**config.mk**
```make
export PLATFORM = sky130hd
export DESIGN_NAME = fetch_unit
export DESIGN_NICKNAME = d
export VERILOG_FILES = /design/src/rtl/fetch_unit.sv
export SDC_FILE = /design/constraint.sdc
export NUM_CORES = 1
export LEC_CHECK = 0
export ABC_CLOCK_PERIOD_IN_PS = 3300
export BUFFER_PORTS_ARGS = -buffer_cell sky130_fd_sc_hd__buf_2
export CAP_MARGIN = 20
export CELL_PAD_IN_SITES_DETAIL_PLACEMENT = 0
export CELL_PAD_IN_SITES_GLOBAL_PLACEMENT = 2
export CORE_ASPECT_RATIO = 1.1
export CORE_MARGIN = 8
export CORE_UTILIZATION = 41
export CTS_BUF_LIST = sky130_fd_sc_hd__clkbuf_8
export DETAILED_ROUTE_END_ITERATION = 6
export MAX_ROUTING_LAYER = met4
export PLACE_DENSITY = 0.92
export SYNTH_ARGS = -nofsm -noshare
export SYNTH_HDL_FRONTEND = slang
export SYNTH_SLANG_ARGS = --single-unit
export TNS_END_PERCENT = 5
```
**constraint.sdc**
```tcl
create_clock -name clk -period 3.3 [get_ports clk]
set_input_delay 0.33 -clock clk [delete_from_list [all_inputs] [get_ports clk]]
set_output_delay 0.33 -clock clk [all_outputs]
set_load 0.02 [all_outputs]
```
**src/rtl/fetch_unit.sv**
```systemverilog
// Instruction fetch unit: single outstanding instruction-memory request,
// a small circular buffer of {pc, word} entries toward decode, and redirect
// handling. A redirect that arrives while a request is still in flight is
// handled by waiting for that request's ack in DROP and discarding its data.
//
// Handshakes:
//   memory side : a transfer completes on a rising edge with imem_req=1 and
//                 imem_ack=1; imem_addr holds steady from request until ack;
//                 acks while imem_req=0 are ignored.
//   decode side : the head entry is consumed on a rising edge with
//                 inst_valid=1 and inst_ready=1; the head holds steady while
//                 inst_valid=1 and inst_ready=0.
// Debug: dbg_state exposes the FSM state (0 = IDLE, 1 = REQ, 2 = DROP).
module fetch_unit #(
  parameter logic [31:0] RESET_PC = 32'h0000_3000,
  parameter int          DEPTH    = 2
) (
  input  logic        clk,
  input  logic        reset,
  input  logic        redirect_valid,
  input  logic [31:0] redirect_pc,
  output logic        imem_req,
  output logic [31:0] imem_addr,
  input  logic        imem_ack,
  input  logic [31:0] imem_rdata,
  output logic        inst_valid,
  output logic [31:0] inst_pc,
  output logic [31:0] inst_word,
  input  logic        inst_ready,
  output logic [1:0]  dbg_state
);

  localparam int PTR_W = $clog2(DEPTH);
  localparam int CNT_W = $clog2(DEPTH + 1);
  localparam logic [CNT_W-1:0] DEPTH_C = CNT_W'(DEPTH);

  typedef enum logic [1:0] {
    S_IDLE = 2'd0,
    S_REQ  = 2'd1,
    S_DROP = 2'd2
  } state_e;

  state_e           state_q, state_d;
  logic [31:0]      fetch_pc_q, fetch_pc_d;
  logic [31:0]      addr_q, addr_d;
  logic [31:0]      buf_pc_q   [DEPTH];
  logic [31:0]      buf_word_q [DEPTH];
  logic [PTR_W-1:0] rd_ptr_q, rd_ptr_d;
  logic [PTR_W-1:0] wr_ptr_q, wr_ptr_d;
  logic [CNT_W-1:0] count_q, count_d;
  logic [CNT_W-1:0] count_after;

  logic        flush;
  logic        push;
  logic        pop;
  logic        slot_free;
  logic [31:0] redirect_target;
  logic [31:0] fetch_pc_inc;
  logic        unused_redirect_low;

  // The low two redirect bits are forced to zero; they carry no information.
  assign unused_redirect_low = ^redirect_pc[1:0];

  assign redirect_target = {redirect_pc[31:2], 2'b00};
  assign fetch_pc_inc    = fetch_pc_q + 32'd4;

  // Redirect wins over everything: it empties the buffer and cancels
  // this cycle's push and pop.
  assign flush      = redirect_valid;
  assign inst_valid = (count_q != '0);
  assign pop        = inst_valid & inst_ready & ~flush;
  assign push       = (state_q == S_REQ) & imem_ack & ~flush;

  // Occupancy after this edge's push/pop (ignoring flush); a simultaneous
  // push and pop leaves it unchanged even when the buffer is full.
  always_comb begin
    count_after = count_q;
    if (push && !pop) begin
      count_after = count_q + 1'b1;
    end else if (!push && pop) begin
      count_after = count_q - 1'b1;
    end
  end

  assign slot_free = (count_after < DEPTH_C);

  // Buffer bookkeeping: pointers and count, with flush equalising pointers.
  always_comb begin
    rd_ptr_d = rd_ptr_q;
    wr_ptr_d = wr_ptr_q;
    count_d  = count_after;
    if (flush) begin
      rd_ptr_d = wr_ptr_q;
      count_d  = '0;
    end else begin
      if (push) wr_ptr_d = wr_ptr_q + 1'b1;
      if (pop)  rd_ptr_d = rd_ptr_q + 1'b1;
    end
  end

  // Next-state logic for the request FSM, fetch PC and request address.
  always_comb begin
    state_d    = state_q;
    fetch_pc_d = fetch_pc_q;
    addr_d     = addr_q;
    case (state_q)
      S_IDLE: begin
        if (flush) begin
          state_d    = S_REQ;
          fetch_pc_d = redirect_target;
          addr_d     = redirect_target;
        end else if (slot_free) begin
          state_d = S_REQ;
          addr_d  = fetch_pc_q;
        end
      end
      S_REQ: begin
        if (flush) begin
          fetch_pc_d = redirect_target;
          if (imem_ack) begin
            // The in-flight request completes now; its data is dropped.
            state_d = S_REQ;
            addr_d  = redirect_target;
          end else begin
            // Keep the old request alive until memory acknowledges it.
            state_d = S_DROP;
          end
        end else if (imem_ack) begin
          fetch_pc_d = fetch_pc_inc;
          addr_d     = fetch_pc_inc;
          state_d    = slot_free ? S_REQ : S_IDLE;
        end
      end
      S_DROP: begin
        if (flush) begin
          fetch_pc_d = redirect_target;
        end
        if (imem_ack) begin
          // Stale data is discarded; restart at the newest target.
          state_d = S_REQ;
          addr_d  = flush ? redirect_target : fetch_pc_q;
        end
      end
      default: begin
        state_d = S_IDLE;
      end
    endcase
  end

  // State, PC, address, pointer and count registers.
  always_ff @(posedge clk or negedge reset) begin
    if (!reset) begin
      state_q    <= S_IDLE;
      fetch_pc_q <= RESET_PC;
      addr_q     <= RESET_PC;
      rd_ptr_q   <= '0;
      wr_ptr_q   <= '0;
      count_q    <= '0;
    end else begin
      state_q    <= state_d;
      fetch_pc_q <= fetch_pc_d;
      addr_q     <= addr_d;
      rd_ptr_q   <= rd_ptr_d;
      wr_ptr_q   <= wr_ptr_d;
      count_q    <= count_d;
    end
  end

  // Buffer storage: a completed fetch is written at the write pointer.
  always_ff @(posedge clk or negedge reset) begin
    if (!reset) begin
      for (int i = 0; i < DEPTH; i++) begin
        buf_pc_q[i]   <= '0;
        buf_word_q[i] <= '0;
      end
    end else if (push) begin
      buf_pc_q[wr_ptr_q]   <= fetch_pc_q;
      buf_word_q[wr_ptr_q] <= imem_rdata;
    end
  end

  assign imem_req  = (state_q != S_IDLE);
  assign imem_addr = addr_q;
  assign inst_pc   = inst_valid ? buf_pc_q[rd_ptr_q]   : 32'd0;
  assign inst_word = inst_valid ? buf_word_q[rd_ptr_q] : 32'd0;
  assign dbg_state = state_q;

endmodule

```
==> results of run 1 <==
-- cell type report --
class | instances | share of cell area
clock inverter | 14 | 0.01175
tap | 310 | 0.03311
multi-input combinational | 647 | 0.4116
timing repair buffer | 193 | 0.09238
sequential | 198 | 0.4236
clock buffer | 18 | 0.02114
inverter | 20 | 0.006408
-- synthesized netlist by cell type, drive strengths merged, types with 2 or more instances --
cell | count | area [µm²]
and3 | 8 | 50.05
ha | 2 | 25.02
o32ai | 2 | 17.52
o211ai | 4 | 30.03
a32oi | 2 | 17.52
xor2 | 12 | 105.1
o31ai | 10 | 75.07
a22oi | 4 | 30.03
a21oi | 28 | 147.6
nor4 | 9 | 62.56
o22a | 4 | 35.03
and2 | 6 | 37.54
nand2 | 60 | 225.2
and4 | 4 | 37.54
mux2i | 78 | 780.8
a21o | 2 | 15.01
dfrtp | 194 | 4855
a41oi | 4 | 35.03
nor2b | 3 | 18.77
nand3b | 2 | 18.77
buf | 48 | 266.5
a221oi | 10 | 100.1
nand2b | 7 | 43.79
o21ai | 58 | 290.3
o22ai | 5 | 31.28
a222oi | 2 | 20.02
mux2 | 134 | 1520
nand4b | 2 | 17.52
nor3 | 21 | 142.6
inv | 19 | 71.31
a31oi | 5 | 31.28
clkbuf | 31 | 116.4
nand3 | 22 | 127.6
nor2 | 95 | 359.1
a31o | 2 | 17.52
o31a | 2 | 17.52
dfstp | 4 | 105.1
nand4 | 17 | 140.1
or3 | 2 | 12.51
o21a | 4 | 30.03
xnor2 | 8 | 70.07
a2bb2oi | 2 | 17.52
-- sequential cells by signal (all words and copies together) (netlist names) --
register and flops:
imem_addr 32, rd_ptr_q 1, buf_word_q 64, wr_ptr_q 1
fetch_pc_q 32, count_q 2, dbg_state 2, buf_pc_q 64
-- how the worst max path moves through the flow --
stage | endpoint | slack (ps)
final | imem_addr[20]$_DFFE_PN0P_ | 810
after global routing | imem_addr[20]$_DFFE_PN0P_ | 680
after CTS | imem_addr[20]$_DFFE_PN0P_ | 780
after detailed placement | imem_addr[20]$_DFFE_PN0P_ | 800
after global placement | imem_addr[17]$_DFFE_PN0P_ | 880
after floorplan | buf_pc_q[56]$_DFFE_PN0P_ | 1380
-- power by group through the flow --
stage	combinational [mW]	clock [mW]	sequential (mW)
finish	5.22	1.53	4.46
global route	5.70	1.68	4.63
CTS	5.30	1.59	4.46
detailed placement	5.29	0	4.52
global placement	5.20	0	4.45
floorplan	3.73	0	4.31
-- per-layer routing --
| metal | routed length, µm | vias up | GRT usage |
|---|---|---|---|
| met4 | 295 | 0 | 0.03823 |
| met3 | 1042 | 20 | 0.03319 |
| met1 | 13640 | 3825 | 0.2547 |
| met5 | 0 | - | - |
| met2 | 12610 | 199 | 0.2891 |
| li1 | - | 3646 | - |
-- kinds of logic after synthesis --
| kind of cell | after synthesis | share of synthesized area |
|---|---|---|
| adder cells (fa/ha/maj) | 2 | 0.002448 |
| XOR/XNOR | 20 | 0.01714 |
| multiplexers | 212 | 0.2252 |
| flip-flops | 198 | 0.4854 |
| AO/OA/AOI/OAI | 155 | 0.09845 |
| AND/OR/NAND/NOR | 258 | 0.1266 |
| buffers and inverters | 99 | 0.04481 |
-- repair_timing --
item                                   in CTS  in global routing
gates resized for setup                     0                  0
hold buffers                                1                  0
endpoints found under the hold margin      75                  0
==> impl_metrics.tcl, run 1 <==
set metrics [dict create \
    critPathKind "reg -> reg" \
    switching_power_mw 4.900 \
    power_mw 11.21 \
    gp_congestion 0.8325 \
    clkLatencyLatePin_ps 480 \
    gr-total-overflow 0 \
    rsz0062_at_grt "no" \
    path_buf_inv 1 \
    clock_path_buffers 2 \
    finalCoreUtilization 0.4787 \
    register_area_um2 4964 \
    fin_nets 1148 \
    holdCritStartpoint "imem_rdata[23]" \
    ys_types 68 \
    fp-row-count 60 \
    syn_area_um2 10220 \
    worst_pin_slew_ps 914.1 \
    final_area_um2 11720 \
    hpwl_mm 19.22 \
    min_path_type "in -> reg" \
    arrival_ps 2780 \
    routed_wl_mm 27.59 \
    place_area_um2 11320 \
    status "finished, final reports clean" \
    synth_ff_type "dfrtp_1" \
    cts_sinks 198 \
    max_stage_delay_ps 710 \
    reg2reg_to "imem_addr[20]$_DFFE_PN0P_" \
    required_ps 3590 \
    die_h_um 181.6 \
    final_common_cell "dfrtp_1" \
    path_clk_slew_ps 110 \
    fin_ws_ps 808.6 \
    power_density_nw_per_um2 956.8 \
    drv_cap 0 \
    syn2layout_area_growth_pct 14.66 \
    grt_usage 0.1870 \
    cts_tree "done" \
    layout-drive-gt1-share 0.3459 \
    crit_path_max_fanout 10 \
    synth_edf_count 0 \
    cts-root-buf "clkbuf_8" \
    ys.warnings.count 0 \
    nFillCells 2313 \
    drtPass1Iterations 5 \
    avgRoutedWirePerCell_um 19.71 \
    antenna_found_initial 0 \
    max_freq_ghz 0.4014 \
    instances_no_fill 1400 \
    final_cell_mix "dfrtp_1 (193), buf_2 (165), mux2_2 (120)" \
    final.min_clock_period_ps 2491 \
    min_period_over_period 0.7550 \
    reg2reg_from "count_q[1]$_DFF_PN0_" \
    clkPwrFrac 0.137 \
    multi_input_area_um2 4822 \
    start_util 0.4175 \
    num_vias 7690 \
    cp_num_cells 7 \
    drv_slew 0 \
    critPathLaunchType "register" \
    irDropWorstVdd_v 0.0003606 \
    ys_seq_area_frac 0.4854 \
    cell_internal_pwr_mw 6.309 \
    maxSlewHeadroom 0.3883 \
    first_global_vias 7988 \
    ys_seq_elements 198 \
    combPwrFrac 0.466 \
    reg2regPathDepth 7 \
    port_buffers 166 \
    syn_avg_cell_area_um2 10.82 \
    cts_setup_buffers 0 \
    crit_slowest_cell "nor2_1" \
    critPathLaunch "count_q[1]$_DFF_PN0_" \
    hold_viol 0 \
    async_flop_share 1.000 \
    numCtsBuffers 17 \
    htreeDepth 4 \
    holdPathEnd "buf_word_q[23]$_DFFE_PN0P_" \
    cp_top_family "simple AND/OR/NAND/NOR gates" \
    syn-num-nets 1015 \
    setup_viol 0 \
    drtAntennaViolNets 0 \
    syn_inst 944 \
    fin_skew_ps 16.18 \
    holdWs_ps 88.31 \
    drc 0 \
    coreArea_um2 24470 \
    leakage_nw 5.294 \
    rrSetupSlack_ps 810 \
    power.share.switching 0.4371 \
    pwr-share-seq 0.398 \
    n_antenna_cell 0 \
    place_inst 1367 \
    drt_iter0_drc 591 \
    grt_pass1_wl_mm 44.17 \
    place_ws_ps 798.1 \
    routed_via_density 5.493 \
    tns_ps 0 \
    grt_max_degree 79 \
    die_x_um 166.5 \
    critPathCaptureType "register" \
    die_area_um2 30240 \
    crit_chain "inv_1 -> ha_2 -> nor2b_1 -> o211ai_1 -> a21oi_4 -> nor2_1 -> a221oi_1" \
    pin_count 169 \
    hold_depth 2 \
]
Note: power is estimated with default switching activity, not from simulation.
==> run 2, diff against run 1 <==
- ABC_CLOCK_PERIOD_IN_PS: 3300 -> 2400
- CORE_UTILIZATION: 41 -> 38
- PLACE_DENSITY: 0.92 -> 0.87
- clock period: 3.3 -> 2.4 ns (I/O delays scaled with it)
==> run 2 against run 1 <==
Effect of this change:
- critical path depth down 3
- sequential share of layout area down 2.3 points
- core utilization down 1.5 points
- largest cell class unchanged
- highest routed layer unchanged
==> impl_metrics.tcl, run 2 (synthesis gave the netlist of run 1 again) <==
set metrics [dict create \
    status "finished, final reports clean" \
    reg2reg_to "fetch_pc_q[26]$_DFFE_PN0P_" \
    min_period_over_period 0.9327 \
    final_cell_mix "dfrtp_1 (193), buf_2 (165), mux2_2 (120)" \
    layout-drive-gt1-share 0.3513 \
    drt_iter0_drc 549 \
    die_x_um 172.4 \
    holdCritStartpoint "imem_ack" \
    holdWs_ps 37.12 \
    crit_path_max_fanout 23 \
    tns_ps 0 \
    cts_setup_buffers 0 \
    cp_top_family "flip-flops" \
    syn2layout_area_growth_pct 21.20 \
    clock_path_buffers 2 \
    numCtsBuffers 17 \
    irDropWorstVdd_v 0.0005995 \
    min_path_type "in -> reg" \
    register_area_um2 4964 \
    die_h_um 188.0 \
    reg2regPathDepth 6 \
    rrSetupSlack_ps 230 \
    cts_sinks 198 \
    final_common_cell "dfrtp_1" \
    path_buf_inv 2 \
    pin_count 169 \
    multi_input_area_um2 4818 \
    antenna_found_initial 1 \
    setup_viol 0 \
    cts-root-buf "clkbuf_8" \
    power_density_nw_per_um2 1275 \
    clkLatencyLatePin_ps 470 \
    critPathCaptureType "output port" \
    fp-row-count 63 \
    grt_pass1_wl_mm 45.67 \
    max_stage_delay_ps 780 \
    coreArea_um2 26720 \
    grt_usage 0.1847 \
    htreeDepth 4 \
    hold_viol 0 \
    reg2reg_from "fetch_pc_q[2]$_DFFE_PN0P_" \
    first_global_vias 8430 \
    drtAntennaViolNets 0 \
    grt_max_degree 71 \
    critPathKind "reg -> out" \
    holdPathEnd "dbg_state[1]$_DFFE_PN0P_" \
    cp_num_cells 4 \
    required_ps 2160 \
    worst_pin_slew_ps 685.1 \
    gr-total-overflow 0 \
    drc 0 \
    critPathLaunchType "register" \
    num_vias 7914 \
    fin_nets 1208 \
    hold_depth 2 \
    port_buffers 166 \
    reg_top3 "buf_pc_q: 64 flops, buf_word_q: 64 flops" \
    maxSlewHeadroom 0.5416 \
    nFillCells 2541 \
    max_freq_ghz 0.4467 \
    avgRoutedWirePerCell_um 18.92 \
    die_area_um2 32400 \
    gp_congestion 0.8870 \
    fin_skew_ps 19.45 \
    drv_cap 0 \
    hpwl_mm 20.06 \
    path_clk_slew_ps 110 \
    crit_chain "buf_12 -> mux2i_1 -> nor2_1 -> buf_2" \
    final.min_clock_period_ps 2239 \
    power_mw 15.79 \
    routed_wl_mm 28.53 \
    leakage_nw 5.602 \
    cts_tree "done" \
    rsz0062_at_grt "yes" \
    place_area_um2 11640 \
    arrival_ps 2000 \
    final_area_um2 12380 \
    routed_via_density 5.248 \
    start_util 0.3824 \
    crit_slowest_cell "dfrtp_4" \
    drv_slew 0 \
    drtPass1Iterations 7 \
]
run 2: final cells by class:
type                       count  share of cell area
multi-input combinational    647              0.3891
clock buffer                  17             0.01889
inverter                      20            0.006062
antenna                        1           0.0002021
tap                          357             0.03607
clock inverter                15             0.01404
sequential                   198              0.4008
timing repair buffer         253              0.1349
run 2: how the worst max path moves through the flow:
stage	startpoint	to	slack [ps]
after CTS	count_q[1]$_DFF_PN0_	inst_pc[29]	50
after floorplan	dbg_state[1]$_DFFE_PN0P_	buf_pc_q[56]$_DFFE_PN0P_	480
after detailed placement	fetch_pc_q[2]$_DFFE_PN0P_	fetch_pc_q[26]$_DFFE_PN0P_	240
after global routing	fetch_pc_q[2]$_DFFE_PN0P_	fetch_pc_q[24]$_DFFE_PN0P_	-3
after global placement	fetch_pc_q[2]$_DFFE_PN0P_	imem_addr[12]$_DFFE_PN1P_	270
final	rd_ptr_q$_DFFE_PN0P_	inst_word[13]	160
run 2: power breakdown:
part	leakage, nW	total (mW)	switching [mW]	internal [mW]
logic	3.04	7.45	4.25	3.20
clock network	0.209	2.24	1.35	0.886
registers	2.35	6.11	1.22	4.89
run 2: metrics by stage:
step	setup WS (ps)	cells	util
after floorplan	477.6	944	-
after global placement	266.9	1442	0.4355
after detailed placement	240.6	1442	0.4355
after CTS	53.80	1507	0.4632
after global routing	-3.220	1508	0.4635
final	161.5	1508	0.4635
run 2: worst reg2reg max path: stages, from the launching register on:
cell and delay, ps:
dfrtp_1 450, ha_1 290, nand4_2 240, nor2_2 360, nand3_1 170, mux2_1 340, a221oi_1 240
run 2: per-layer routing:
metal  part of all wire  GRT usage  vias to the layer above
met1               0.46     0.2396                     3895
met4              0.012    0.04016                        0
li1                   -          -                     3760
met5                  0          -                        -
met2               0.48     0.2992                      231
met3              0.051    0.02944                       28
run 2: repair_timing:
action,4_1_cts,5_1_grt
gates resized for setup,1,2
hold endpoints to repair,119,0
endpoints found under the setup margin,62,61
hold buffers,33,0
